--- src/rtl/alu_op_sequencer.sv ---
// alu_op_sequencer: takes 16-bit instruction words over valid/ready and decodes them.
// Drives the shared combinational ALU, holds the operands for EXEC_CYCLES cycles, then
// writes the result into a 4 x 32-bit register file.
// Optional macro ALU_SEQ_IMM_OPS_EN turns ops 1001..1111 into immediate forms.
module alu_op_sequencer #(
  parameter int unsigned EXEC_CYCLES = 1
) (
  input  logic        clk,
  input  logic        rst,
  input  logic        instr_valid,
  output logic        instr_ready,
  input  logic [15:0] instr,
  output logic [31:0] alu_a,
  output logic [31:0] alu_b,
  output logic [2:0]  alu_control,
  output logic [3:0]  alu_en,
  input  logic [31:0] alu_result,
  input  logic        alu_z,
  output logic        busy,
  output logic        done,
  output logic        illegal,
  output logic        z_flag,
  input  logic [1:0]  dbg_sel,
  output logic [31:0] dbg_data
);

  typedef enum logic [1:0] {StIdle, StDecode, StExec, StWb} state_e;
  typedef enum logic [1:0] {KindNop, KindLdi, KindAlu, KindIll} kind_e;

  localparam logic [3:0] ExecLoad = 4'(EXEC_CYCLES - 1);

  state_e      r_state;
  kind_e       r_kind;
  logic [15:0] r_instr;
  logic [31:0] r_regs [4];
  logic [31:0] r_alu_a;
  logic [31:0] r_alu_b;
  logic [31:0] r_res;
  logic [2:0]  r_alu_control;
  logic [3:0]  r_alu_en;
  logic [3:0]  r_cnt;
  logic        r_res_z;
  logic        r_done;
  logic        r_illegal;
  logic        r_z_flag;

  logic [3:0]  w_op;
  logic [1:0]  w_rd;
  logic [1:0]  w_rs1;
  logic [1:0]  w_rs2;
  logic [5:0]  w_imm;
  logic [31:0] w_opnd_b;
  kind_e       w_kind;
  logic [2:0]  w_ctrl;
  logic [3:0]  w_en;
`ifdef ALU_SEQ_IMM_OPS_EN
  logic        w_use_imm;
`endif

  assign w_op  = r_instr[15:12];
  assign w_rd  = r_instr[11:10];
  assign w_rs1 = r_instr[9:8];
  assign w_rs2 = r_instr[7:6];
  assign w_imm = r_instr[5:0];

  // Classify the latched op; register and immediate forms share control = op[2:0] - 1
  always_comb begin
    w_kind = KindIll;
    w_ctrl = w_op[2:0] - 3'd1;
`ifdef ALU_SEQ_IMM_OPS_EN
    w_use_imm = 1'b0;
`endif
    if (w_op == 4'b0000) begin
      w_kind = KindNop;
    end else if (w_op == 4'b1000) begin
      w_kind = KindLdi;
    end else if (!w_op[3]) begin
      w_kind = KindAlu;
    end else begin
`ifdef ALU_SEQ_IMM_OPS_EN
      w_kind    = KindAlu;
      w_use_imm = 1'b1;
`else
      w_kind = KindIll;
`endif
    end
    case (w_ctrl)
      3'd0, 3'd1:       w_en = 4'b0001;
      3'd2, 3'd3, 3'd4: w_en = 4'b0010;
      3'd5, 3'd6:       w_en = 4'b0100;
      default:          w_en = 4'b0000;
    endcase
  end

`ifdef ALU_SEQ_IMM_OPS_EN
  assign w_opnd_b = w_use_imm ? {26'b0, w_imm} : r_regs[w_rs2];
`else
  assign w_opnd_b = r_regs[w_rs2];
`endif

  // Sequencer FSM with registered ALU drive, status pulses and register file
  always_ff @(posedge clk) begin
    if (rst) begin
      r_state       <= StIdle;
      r_kind        <= KindNop;
      r_instr       <= '0;
      r_alu_a       <= '0;
      r_alu_b       <= '0;
      r_res         <= '0;
      r_alu_control <= 3'b000;
      r_alu_en      <= 4'b0000;
      r_cnt         <= '0;
      r_res_z       <= 1'b0;
      r_done        <= 1'b0;
      r_illegal     <= 1'b0;
      r_z_flag      <= 1'b0;
      for (int i = 0; i < 4; i++) r_regs[i] <= '0;
    end else begin
      r_done    <= 1'b0;
      r_illegal <= 1'b0;
      case (r_state)
        StIdle: begin
          if (instr_valid) begin
            r_instr <= instr;
            r_state <= StDecode;
          end
        end
        StDecode: begin
          r_kind <= w_kind;
          if (w_kind == KindAlu) begin
            r_alu_a       <= r_regs[w_rs1];
            r_alu_b       <= w_opnd_b;
            r_alu_control <= w_ctrl;
            r_alu_en      <= w_en;
            r_cnt         <= ExecLoad;
            r_state       <= StExec;
          end else begin
            r_done    <= 1'b1;
            r_illegal <= (w_kind == KindIll);
            r_state   <= StWb;
          end
        end
        StExec: begin
          if (r_cnt == 4'd0) begin
            r_res    <= alu_result;
            r_res_z  <= alu_z;
            r_alu_en <= 4'b0000;
            r_done   <= 1'b1;
            r_state  <= StWb;
          end else begin
            r_cnt <= r_cnt - 4'd1;
          end
        end
        StWb: begin
          r_state <= StIdle;
          case (r_kind)
            KindLdi: r_regs[w_rd] <= {26'b0, w_imm};
            KindAlu: begin
              r_regs[w_rd] <= r_res;
              r_z_flag     <= r_res_z;
            end
            default: ;
          endcase
        end
        default: r_state <= StIdle;
      endcase
    end
  end

  assign instr_ready = (r_state == StIdle) && !rst;
  assign busy        = (r_state != StIdle);
  assign alu_a       = r_alu_a;
  assign alu_b       = r_alu_b;
  assign alu_control = r_alu_control;
  assign alu_en      = r_alu_en;
  assign done        = r_done;
  assign illegal     = r_illegal;
  assign z_flag      = r_z_flag;
  assign dbg_data    = r_regs[dbg_sel];

endmodule

--- config.mk ---
export PLATFORM = sky130hd
export DESIGN_NAME = alu_op_sequencer
export DESIGN_NICKNAME = d
export VERILOG_FILES = /design/src/rtl/alu_op_sequencer.sv
export SDC_FILE = /design/constraint.sdc
export NUM_CORES = 1
export LEC_CHECK = 0
export ABC_AREA = 1
export CORE_MARGIN = 2
export CORE_UTILIZATION = 56
export DETAILED_ROUTE_END_ITERATION = 12
export PLACE_DENSITY = 0.8
export SYNTH_ARGS = -nofsm -noshare
export SYNTH_HDL_FRONTEND = slang
export SYNTH_SLANG_ARGS = --single-unit
--- constraint.sdc ---
create_clock -name clk -period 2.7 [get_ports clk]
set_input_delay 0.675 -clock clk [delete_from_list [all_inputs] [get_ports clk]]
set_output_delay 0.675 -clock clk [all_outputs]
set_load 0.1 [all_outputs]
==> results by group <==
Cells and area
  – Final std cells w/o fill: about 2100
  – Layout cells sized above 1: 15.0%
  – Layout Nets: 1858
  – Final instance area: between 15000 and 20000 um^2
  – Area growth, synth to finish: 26.0%

Placement
  – Placed Instance Area: ~15000 um^2
  – Port bufs: between 150 and 200
  – Place WS: -0.144 ns
  – Dpl hpwl: approximately 23000 um
  – GPL Wtd Cong: a little under 0.9
  – Placed cells: a little over 2000

Yosys
  – Seq cells post-synth: 258
  – FFs w/ async S/R, synth: 0%
  – EDFF count, synth: ~130
  – Top cell type's share of synthesized area: 29.3%
  – Netlist cell types: 31
  – Synth warn: 0
  – Synth Cell Area: ~13000 um^2
  – Synth top area cells: edfxtp_1 (29%), dfxtp_1 (20%), a21oi_1 (8.0%)
  – Sequential share of the synthesized area: between 40% and 50%
  – Mapped Avg Cell Area: around 7.8 um^2
  – Top FF cell, synth: dfxtp_1
  – Post-Syn Instances: between 1500 and 2000
  – Most numerous cell in the Yosys netlist: inv_1
  – Mapped Nets: ~1800
  – Top cells by count, synth: inv_1 (259), nand2_1 (223), a21oi_1 (209), nor2_1 (209), o21ai_0 (147)
  – Area leader, netlist: edfxtp_1

Clock network
  – TritonCTS buffer count: 28
  – Max clock buf depth: 3
  – CTS tree: done
  – Clock root buffer: clkbuf_16
  – Clk slew on worst S/H paths: 0.06 ns
  – Clk_lat worst skew: between 0.5 and 0.6 ns
  – # Post-CTS Setup Buffers: 0
  – Clk sinks: between 200 and 300
  – H-tree depth: 1

STA
  – Final hold slack: between 0.4 and 0.5 ns
  – Worst Max-Slew Pin Slew: approximately 0.89 ns
  – Final Critical Period: between 2 and 3 ns
  – Unrepaired setup endpoints after global routing: no
  – Max Slew Vio Count: 0
  – Tcrit/Tclk final: 96.8%
  – Clk_skew: around 0.011 ns
  – Worst setup margin: approximately 0.087 ns
  – Fmax: about 0.38 GHz
  – Hold Vio Cnt, Final: 0
  – Final setup fails: 0
  – Rel. slew slack: between 40% and 50%

Route
  – Post-Route WL: around 36000 um
  – Avg WL per Cell: about 17 um
  – DRC: 0
  – Post-DR vias/cell: approximately 5.6
  – Drt pass-1 iters: 8
  – Iter 0 DRT Violations: roughly 1200
  – Antenna Nets Post-Route: 0
  – DR vias: around 12000

Worst setup path
  – RR Startpoint: r_state[0]
  – FF-to-FF path depth: 8
  – CP top delay family: buffers and inverters
  – Critical path class: input pin to primary output
  – Crit path buffers/inverters: 4
  – Critical path peak fanout: 27
  – CP max stage cell: dlygate4sd2_1
  – R2r setup slk: 0.56 ns
  – WP data required: between 2 and 2.5 ns
  – Reg2reg end: r_regs[0][1]
  – Crit-path max cell delay: about 0.28 ns
  – CP cell instances: dlygate4sd2_1 > inv_4 > buf_6 > o21ai_0 > a21oi_1 > a21oi_4 > buf_12
  – CP Launch Type: input pin
  – Setup crit end kind: primary output
  – Arr. time, crit path: 1.94 ns

Floorplanning
  – I/O Pins: approximately 160
  – Core ar.: 23300 um^2
  – Height of the die: between 150 and 200 um
  – Initial Util: 56.4%
  – Die ar.: about 25000 um^2
  – Chip width: 157 um
  – Std cell rows: 56

GRT
  – Total GRT Usage: between 20 and 30%
  – First-pass GRT wire length: 54700 um
  – Pin count of the biggest net entering global routing: between 80 and 90
  – Vias in the first global route: around 11000
  – Antenna violations before repair: 1
  – Grt ovf: 0

Power and ir drop
  – Pwr Total: 16.9 mW
  – Leakage power total: 7.17 nW
  – Power per cell area: approximately 1000 nW/um^2
  – Max VDD drop: about 1.2 mV

Worst hold path
  – Hold Path Class: input pin to flip-flop
  – Hold path endpoint: r_res_z
  – HP Start: rst
  – Cells on Worst Hold Path: 2

Status
  – Status: finished, final reports clean

Job
  – Maxcap violations: 0
-- sequential cells by signal (all words and copies together), names as in the netlist, 2 cells and up --
signal and cells:
alu_b 32, r_state 2, alu_control 3, alu_en 3
r_res 32, alu_a 32, r_regs 128, r_cnt 4
r_kind 2, r_instr 16
-- per-stage QoR --
| stage | setup TNS, ns | utilization [%] |
|---|---|---|
| 5_1_grt | 0 | 71.1 |
| 3_3_place_gp | -0.907 | 66.0 |
| 4_1_cts | -0.00563 | 70.6 |
| 2_1_floorplan | -0.218 | - |
| 6_report | 0 | 71.1 |
| 3_5_place_dp | -2.32 | 66.0 |
-- logic make-up (layout without fill, tap and decap cells) --
logic type               Yosys count  in the layout  synth area share, %
AO/OA/AOI/OAI                    424            424                 17.5
flip-flops                       258            258                 49.1
buffers and inverters            401            523                 12.7
other                              1              2               0.0286
AND/OR/NAND/NOR                  595            595                 19.5
XOR/XNOR                           1              1               0.0667
adder cells (fa/ha/maj)           12             12                 1.14
-- metal layers --
metal | vias up | wire length [um] | track usage, %
li1 | 5809 | - | -
met1 | 5497 | 14600 | 37.0
met2 | 514 | 17200 | 47.4
met3 | 67 | 2940 | 4.13
met4 | 0 | 1100 | 9.05
met5 | - | 0 | 0
-- placed cells by master, fill, tap and decap left out, types with 3 or more instances in the layout --
master and n:
a21oi_1 160, a21oi_2 18, a21oi_4 31, buf_12 40
buf_4 102, clkbuf_1 8, clkbuf_16 36, clkbuf_8 4
clkdlybuf4s50_1 50, clkinv_2 3, dfxtp_1 126, edfxtp_1 128
ha_1 12, inv_1 255, inv_2 10, inv_4 3
nand2_1 220, nand2_2 4, nand3_1 73, nand4_1 81
nor2_1 208, o211ai_1 65, o21ai_0 139, o21ai_1 7
-- cell type report --
type	instances	area (um^2)
Clock inverter	5	53.8
Fill cell	1813	6720
Sequential cell	258	6460
Inverter	270	1020
Clock buffer	47	943
Tap cell	319	399
Multi-Input combinational cell	1033	5450
Timing Repair Buffer	200	2200
Antenna cell	1	2.50
Timing Repair inverter	1	5.00
-- worst max path at each step --
| stage | to | slack, ns | startpoint | cells past startpoint |
|---|---|---|---|---|
| floorplan | dbg_data[14] | -0.22 | dbg_sel[0] | 6 |
| global placement | dbg_data[28] | -0.06 | dbg_sel[0] | 7 |
| detailed placement | dbg_data[17] | -0.14 | dbg_sel[0] | 7 |
| CTS | dbg_data[27] | -0.005 | dbg_sel[1] | 7 |
| global route | dbg_data[30] | 0.01 | dbg_sel[0] | 7 |
| finish | dbg_data[25] | 0.09 | dbg_sel[0] | 7 |
-- where the power goes --
group / leakage (nW) / total (mW) / internal [mW] / switching (mW)
Combinational: 4.29 / 7.32 / 1.88 / 5.44
Sequential: 2.38 / 5.54 / 4.81 / 0.725
Clock: 0.488 / 4.00 / 2.47 / 1.53
Total: 7.17 / 16.9 / 9.17 / 7.69
-- worst reg2reg max path, delay by kind of cell (launching register included) --
family,cells,cell delay [ns]
simple gates,5,0.71
buf+inv,2,0.68
flops,1,0.40
fa+ha+maj,1,0.21
-- what timing repair did --
| item | in CTS | in global routing |
|---|---|---|
| resized for setup | 17 | 18 |
| endpoints found under the hold margin | 0 | 0 |
| hold buffers | 0 | 0 |
| endpoints found under the setup margin | 32 | 28 |
| pin swaps | 0 | 0 |
| gates cloned | 1 | 4 |
Power figures use the tool's default switching activity.
